<file path="config.mk">
export PLATFORM = sky130hd
export DESIGN_NAME = bus_arbiter_split_flat
export DESIGN_NICKNAME = d
export VERILOG_FILES = /design/src/rtl/bus_arbiter_split_pkg.sv /design/src/rtl/bus_arbiter_split_if.sv /design/src/rtl/bus_arbiter_split_split_tracker.sv /design/src/rtl/bus_arbiter_split.sv /design/src/flat_wrapper.sv
export SDC_FILE = /design/constraint.sdc
export NUM_CORES = 1
export LEC_CHECK = 0
export CAP_MARGIN = 20
export CORE_ASPECT_RATIO = 1.25
export CORE_MARGIN = 5
export CORE_UTILIZATION = 59
export CTS_CLUSTER_DIAMETER = 80
export DETAILED_ROUTE_END_ITERATION = 8
export PLACE_DENSITY_LB_ADDON = 0.1
export SLEW_MARGIN = 10
export SYNTH_ARGS = -nofsm -noshare
export SYNTH_HDL_FRONTEND = slang
export SYNTH_SLANG_ARGS = --single-unit
</file>
<file path="constraint.sdc">
create_clock -name clk -period 3.95 [get_ports clk]
set_input_delay 0.9875 -clock clk [delete_from_list [all_inputs] [get_ports clk]]
set_output_delay 0.9875 -clock clk [all_outputs]
set_load 0.1 [all_outputs]
</file>
<file path="src/rtl/bus_arbiter_split_pkg.sv">
`default_nettype none
// ============================================================================
// Module      : bus_arbiter_split_pkg
// Description : Shared definitions for the two-master split-capable arbiter.
// Revision    : 1.0 - initial release
// ============================================================================
package bus_arbiter_split_pkg;

    typedef enum logic [1:0] {
        ST_IDLE   = 2'd0,
        ST_GRANT1 = 2'd1,
        ST_GRANT2 = 2'd2
    } arb_state_t;

    localparam logic MID_M1 = 1'b0;
    localparam logic MID_M2 = 1'b1;

    localparam int SPLIT_TIMEOUT_DEFAULT = 1024;

endpackage
`default_nettype wire

</file>
<file path="src/rtl/bus_arbiter_split_if.sv">
`default_nettype none
// ============================================================================
// Module      : bus_arbiter_split_if
// Description : Request/grant/split signals between masters and the arbiter.
// Revision    : 1.0 - initial release
// ============================================================================
interface bus_arbiter_split_if;

    logic m1_breq;
    logic m2_breq;
    logic m1_bgrant;
    logic m2_bgrant;
    logic msel;
    logic m1_split;
    logic m2_split;
    logic split_req;
    logic split_done;
    logic split_grant;

    modport master (
        output m1_breq, m2_breq, split_req, split_done,
        input  m1_bgrant, m2_bgrant, msel, m1_split, m2_split, split_grant
    );

    modport slave (
        input  m1_breq, m2_breq, split_req, split_done,
        output m1_bgrant, m2_bgrant, msel, m1_split, m2_split, split_grant
    );

endinterface
`default_nettype wire

</file>
<file path="src/rtl/bus_arbiter_split_split_tracker.sv">
`default_nettype none
// ============================================================================
// Module      : split_tracker
// Description : Single split slot: parked owner, sticky done latch, timeout.
// Revision    : 1.0 - initial release
// ============================================================================
module split_tracker
    import bus_arbiter_split_pkg::*;
#(
    parameter int SPLIT_TIMEOUT = SPLIT_TIMEOUT_DEFAULT
) (
    input  wire logic       clk,
    input  wire logic       rstn,
    input  wire logic       split_set,
    input  wire logic       split_id,
    input  wire logic       resume_ack,
    input  wire logic [1:0] breq,
    input  wire logic       split_done,
    output logic            resume_req,
    output logic            owner,
    output logic [1:0]      parked
);

    localparam int              CW         = $clog2(SPLIT_TIMEOUT + 1);
    localparam logic [CW-1:0]   C_CNT_LAST = CW'(SPLIT_TIMEOUT - 1);

    logic          r_pending;
    logic          r_owner;
    logic          r_done_seen;
    logic [CW-1:0] r_cnt;

    logic w_owner_breq;
    logic w_cancel;
    logic w_expire;

    assign w_owner_breq = breq[r_owner];
    assign w_cancel     = r_pending & ~w_owner_breq;
    assign w_expire     = r_pending & (r_cnt == C_CNT_LAST);

    // A master that has already let go of its request is never resumed.
    assign resume_req = r_pending & w_owner_breq & (r_done_seen | split_done);
    assign owner      = r_owner;
    assign parked     = {r_pending & r_owner, r_pending & ~r_owner};

    always_ff @(posedge clk or negedge rstn) begin
        if (!rstn) begin
            r_pending   <= 1'b0;
            r_owner     <= MID_M1;
            r_done_seen <= 1'b0;
            r_cnt       <= '0;
        end else if (split_set) begin
            r_pending   <= 1'b1;
            r_owner     <= split_id;
            r_done_seen <= 1'b0;
            r_cnt       <= '0;
        end else if (r_pending) begin
            if (resume_ack || w_cancel || w_expire) begin
                r_pending   <= 1'b0;
                r_done_seen <= 1'b0;
                r_cnt       <= '0;
            end else begin
                r_done_seen <= r_done_seen | split_done;
                r_cnt       <= r_cnt + CW'(1);
            end
        end
    end

endmodule
`default_nettype wire

</file>
<file path="src/rtl/bus_arbiter_split.sv">
`default_nettype none
// ============================================================================
// Module      : bus_arbiter_split
// Description : Round-robin two-master bus arbiter with one split slot.
// Revision    : 1.0 - initial release
// ============================================================================
module bus_arbiter_split
    import bus_arbiter_split_pkg::*;
#(
    parameter int SPLIT_TIMEOUT = SPLIT_TIMEOUT_DEFAULT
) (
    input  wire logic     clk,
    input  wire logic     rstn,
    bus_arbiter_split_if.slave bus
);

    arb_state_t r_state;
    arb_state_t w_state_nxt;
    logic       r_last;
    logic       r_msel;
    logic       r_m1_bgrant;
    logic       r_m2_bgrant;
    logic       r_split_grant;

    logic       w_take;
    logic       w_take_id;
    logic       w_resume_ack;
    logic       w_split_set;
    logic       w_split_id;
    logic       w_resume_req;
    logic       w_owner;
    logic [1:0] w_parked;
    logic [1:0] w_req;
    logic       w_pending;

    split_tracker #(
        .SPLIT_TIMEOUT (SPLIT_TIMEOUT)
    ) u_split_tracker (
        .clk        (clk),
        .rstn       (rstn),
        .split_set  (w_split_set),
        .split_id   (w_split_id),
        .resume_ack (w_resume_ack),
        .breq       ({bus.m2_breq, bus.m1_breq}),
        .split_done (bus.split_done),
        .resume_req (w_resume_req),
        .owner      (w_owner),
        .parked     (w_parked)
    );

    assign w_pending = |w_parked;
    assign w_req     = {bus.m2_breq, bus.m1_breq} & ~w_parked;

    always_comb begin
        w_state_nxt  = r_state;
        w_take       = 1'b0;
        w_take_id    = r_last;
        w_resume_ack = 1'b0;
        w_split_set  = 1'b0;
        w_split_id   = MID_M1;
        case (r_state)
            ST_IDLE: begin
                if (w_resume_req) begin
                    w_take       = 1'b1;
                    w_take_id    = w_owner;
                    w_resume_ack = 1'b1;
                end else if (&w_req) begin
                    w_take    = 1'b1;
                    w_take_id = ~r_last;
                end else if (w_req[0]) begin
                    w_take    = 1'b1;
                    w_take_id = MID_M1;
                end else if (w_req[1]) begin
                    w_take    = 1'b1;
                    w_take_id = MID_M2;
                end
                if (w_take) begin
                    w_state_nxt = (w_take_id == MID_M2) ? ST_GRANT2 : ST_GRANT1;
                end
            end
            ST_GRANT1: begin
                if (!bus.m1_breq) begin
                    w_state_nxt = ST_IDLE;
                end else if (bus.split_req && !w_pending) begin
                    w_state_nxt = ST_IDLE;
                    w_split_set = 1'b1;
                    w_split_id  = MID_M1;
                end
            end
            ST_GRANT2: begin
                if (!bus.m2_breq) begin
                    w_state_nxt = ST_IDLE;
                end else if (bus.split_req && !w_pending) begin
                    w_state_nxt = ST_IDLE;
                    w_split_set = 1'b1;
                    w_split_id  = MID_M2;
                end
            end
            default: w_state_nxt = ST_IDLE;
        endcase
    end

    // Grants are flopped from the next state so they never glitch.
    always_ff @(posedge clk or negedge rstn) begin
        if (!rstn) begin
            r_state       <= ST_IDLE;
            r_last        <= MID_M2;
            r_msel        <= MID_M1;
            r_m1_bgrant   <= 1'b0;
            r_m2_bgrant   <= 1'b0;
            r_split_grant <= 1'b0;
        end else begin
            r_state       <= w_state_nxt;
            r_m1_bgrant   <= (w_state_nxt == ST_GRANT1);
            r_m2_bgrant   <= (w_state_nxt == ST_GRANT2);
            r_split_grant <= w_resume_ack;
            if (w_take) begin
                r_last <= w_take_id;
                r_msel <= w_take_id;
            end
        end
    end

    assign bus.m1_bgrant   = r_m1_bgrant;
    assign bus.m2_bgrant   = r_m2_bgrant;
    assign bus.msel        = r_msel;
    assign bus.m1_split    = w_parked[0];
    assign bus.m2_split    = w_parked[1];
    assign bus.split_grant = r_split_grant;

endmodule
`default_nettype wire

</file>
<file path="src/flat_wrapper.sv">
// flat-port wrapper written by rule: the top's interface ports become plain ports
module bus_arbiter_split_flat import bus_arbiter_split_pkg::*;
#(
    parameter int SPLIT_TIMEOUT = SPLIT_TIMEOUT_DEFAULT
)
  (clk, rstn, bus_m1_breq, bus_m2_breq, bus_split_req, bus_split_done, bus_m1_bgrant, bus_m2_bgrant, bus_msel, bus_m1_split, bus_m2_split, bus_split_grant);
  bus_arbiter_split_if bus_i ();
  input  wire logic clk;
  input  wire logic rstn;
  input wire logic [$bits(bus_i.m1_breq)-1:0] bus_m1_breq;
  input wire logic [$bits(bus_i.m2_breq)-1:0] bus_m2_breq;
  input wire logic [$bits(bus_i.split_req)-1:0] bus_split_req;
  input wire logic [$bits(bus_i.split_done)-1:0] bus_split_done;
  output wire logic [$bits(bus_i.m1_bgrant)-1:0] bus_m1_bgrant;
  output wire logic [$bits(bus_i.m2_bgrant)-1:0] bus_m2_bgrant;
  output wire logic [$bits(bus_i.msel)-1:0] bus_msel;
  output wire logic [$bits(bus_i.m1_split)-1:0] bus_m1_split;
  output wire logic [$bits(bus_i.m2_split)-1:0] bus_m2_split;
  output wire logic [$bits(bus_i.split_grant)-1:0] bus_split_grant;
  assign bus_i.m1_breq = bus_m1_breq;
  assign bus_i.m2_breq = bus_m2_breq;
  assign bus_i.split_req = bus_split_req;
  assign bus_i.split_done = bus_split_done;
  assign bus_m1_bgrant = bus_i.m1_bgrant;
  assign bus_m2_bgrant = bus_i.m2_bgrant;
  assign bus_msel = bus_i.msel;
  assign bus_m1_split = bus_i.m1_split;
  assign bus_m2_split = bus_i.m2_split;
  assign bus_split_grant = bus_i.split_grant;
  bus_arbiter_split #(.SPLIT_TIMEOUT(SPLIT_TIMEOUT)) u_core (.clk(clk), .rstn(rstn), .bus(bus_i));
endmodule
</file>
==> out/results.tsv <==
metric	value	unit
status	complete, no violations	
CP dominant cell by count	or3_1	
Synth Area in Simple Gates	27.8	%
vias in the first global route	1011	
sequential area share after synthesis	43.6	%
largest area contributor in the netlist	dfrtp_1	
CTS root buffer	clkbuf_4	
sequential share of power	40.2	%
# fillers	156	
Routed Antenna Nets	0	
largest net degree at the start of global routing	22	
PortBufs	11	
RSZ-0062 raised after global routing	false	
Buf/Inv on CP	1	
Cell variety after synth	36	
Final Setup Violations	0	
CP Max Fanout	8	
asr flop ratio synth	100	%
# Post-CTS Setup Buffers	0	
Clk pwr share	11.9	%
Setup Crit Path Kind	in -> reg	
count leader, synth	nand2_1	
top cells by area, synth	dfrtp_1 41%, nand2_1 7.1%, ha_1 5.2%, or3_1 4.7%, a21oi_1 4.6%	
switching share of power	47.8	%
Crit. End Element	flop	
Synth Cell Area	0.00121	mm2
first-pass GRT wire length	4.46	mm
Clk Latency, worst-skew pair	0.31	ns
CTS tree	yes	
largest family of logic cells by synthesized area	simple AND/OR/NAND/NOR gates	
Final Hold Viols	0	
Area Growth Syn to Fin	11.7	%
prevailing post-synth register cell	dfrtp_1	
Slew Viols, Final	0	
post-synth top area share	41.4	%
share of layout cells above drive strength 1	7.28	%
Post-synth EDFFs	0	
DR vias/cell	6.13	
synth cell count leaders	23 x nand2_1, 20 x dfrtp_1, 11 x a21oi_1	
internal power	454	uW
Hold/Removal Path Class	reg -> reg	
vias	1049	
multiplexer share of the synthesized area	1.76	%
die area	0.00306	mm2
grt total ovfl	0	
Starting Density	61.7	%
FF+latch area	527	um2
post-synthesis compound-gate area fraction	18.1	%
Leak	0.000592	uW
Max-cap violations	0	
total clock sinks	21	
PwrDens	644	mW/mm2
Post-Syn Instances	140	
DRT iter0 DRCs	30	
GP Congestion	0.874	
Max stage delay on crit path	0.52	ns
core box area	0.00196	mm2
# diodes	0	
Final Net Count	163	
multi-input logic area	639	um2
Max rail drop VDD	0.410	mV
Adder-Cell Fraction of Synth Area	5.18	%
CTS clk-pin slew, worst paths	0.12	ns
Worst-Margin Slew	0.971	ns
die width	50.5	um
drt wl/cell	14.8	um
critical path's top delay family	compound AO/OA/AOI/OAI gates	
CTS Buf Count	3	
Post-CTS Resized	0	
gr usage total	19.0	%
hpwl dp	1.85	mm
synthesized net count	151	
cts hold-fix bufs	0	
Critical Path Source Type	primary input	
fin crit share	70.8	%
Max clock buf depth	2	
achievable frequency	358	MHz
Tmin final	2.80	ns
Die Ht	60.6	um
warnings from Yosys	0	
DRC Markers	0	
initial antenna violation count	0	
Total Wirelength	2.53	mm
Total Neg Setup Slack	0	ns
CP max stage cell	clkdlybuf4s50_1	
Total Power	869	uW
Worst EP required	4.19	ns
NetSw	415	uW
Slew Limit Headroom	35.1	%
Comb pwr share	47.9	%
H-tree Lvls	1	
Synth Area in XOR/XNOR	0	%
Setup Skew	0.0101	ns
# rows	18	
CP Data Arrival Time	3.04	ns
total I/O pin count	12	
critical path, cell by cell	clkdlybuf4s50_1 > or3_1 > a31o_1 > a221o_1 > or3_1 > a31oi_1	
Yosys reg bits	21	
Synth Area per Inst	8.63	um2
First-pass DRT Iterations	4	
cell usage in the layout, fill, tap and decap left out, types with 2 or more instances in the layout:
master	synthesis	final
clkbuf_4	0	3
nor2b_1	2	2
o21ai_0	9	9
ha_1	5	5
inv_1	7	7
or4b_2	2	2
nand2_1	23	23
nand3_1	9	9
dfrtp_1	20	20
or3_1	9	9
nand2b_1	2	2
buf_4	0	2
a22o_1	2	2
clkdlybuf4s50_1	0	9
nor3_1	3	3
a31oi_1	5	5
a21oi_1	11	11
nor2_1	8	8
power groups by stage:
stage	Sequential [uW]	Combinational, uW	Clock (uW)
floorplan	432	235	0
global placement	350	408	0
detailed placement	354	416	0
CTS	349	418	106
global route	363	459	116
finish	349	416	103
cell families (layout without fill, tap and decap cells):
| kind of cell | after synthesis | count (layout) |
|---|---|---|
| buffers and inverters | 11 | 22 |
| multiplexers | 2 | 2 |
| adder cells (fa/ha/maj) | 5 | 5 |
| AND/OR/NAND/NOR | 66 | 66 |
| AO/OA/AOI/OAI | 35 | 35 |
| flip-flops | 21 | 21 |
state kept, by name, indices dropped and copies added (netlist names):
register	flops
u_core.u_split_tracker.r_cnt	11
u_core.bus.split_grant	1
u_core.bus.m1_bgrant	1
u_core.bus.m2_bgrant	1
u_core.u_split_tracker.r_done_seen	1
u_core.r_state	2
u_core.u_split_tracker.owner	1
u_core.u_split_tracker.r_pending	1
u_core.r_last	1
u_core.bus.msel	1
final timing paths:
kind | startpoint | slack [ns] | cells after the start | end
worst max-delay path | bus_split_done | 1.15 | 6 | u_core.bus.m2_bgrant$_DFF_PN0_
worst min-delay path | u_core.bus.msel$_DFFE_PN0P_ | 0.49 | 2 | u_core.bus.msel$_DFFE_PN0P_
worst max register to register | u_core.r_state[0]$_DFF_PN0_ | 1.77 | 7 | u_core.bus.m1_bgrant$_DFF_PN0_
worst min register to register | u_core.bus.msel$_DFFE_PN0P_ | 0.49 | 2 | u_core.bus.msel$_DFFE_PN0P_
max in group asynchronous | rstn | 2.21 | 1 | u_core.u_split_tracker.r_cnt[6]$_DFFE_PN0P_
min in group asynchronous | rstn | 1.18 | 1 | u_core.u_split_tracker.r_cnt[4]$_DFFE_PN0P_
worst min-delay path, cell delays in order (launching register included):
cell	delay, ns
dfrtp_1	0.36
nand2_1	0.05
nand2_1	0.05
routing by layer:
| metal | up-vias | track usage [%] | share of wire [%] |
|---|---|---|---|
| met3 | 6 | 3.69 | 4.6 |
| met4 | 0 | 9.49 | 2.1 |
| met5 | - | 0 | 0 |
| met2 | 28 | 33.2 | 50 |
| li1 | 527 | - | - |
| met1 | 488 | 22.3 | 43 |
final cells by class:
class,count,share of cell area [%]
Multi-Input combinational cell,108,47.4
Tap cell,20,1.85
Clock buffer,3,1.67
Timing Repair Buffer,11,7.79
Inverter,7,1.95
Sequential cell,21,39.0
Clock inverter,1,0.371
per-stage QoR:
stage               cells  setup slack, ns  hold slack, ns  cell area [um2]  util (%)
global placement      167            0.889           0.462             1320      67.5
finish                171             1.15           0.487             1350      68.9
detailed placement    167            0.829           0.464             1320      67.5
floorplan             140            0.979           0.454             1210         -
global route          171            0.958           0.510             1350      68.9
CTS                   171             1.15           0.492             1350      68.9
Power figures use the tool's default switching activity.
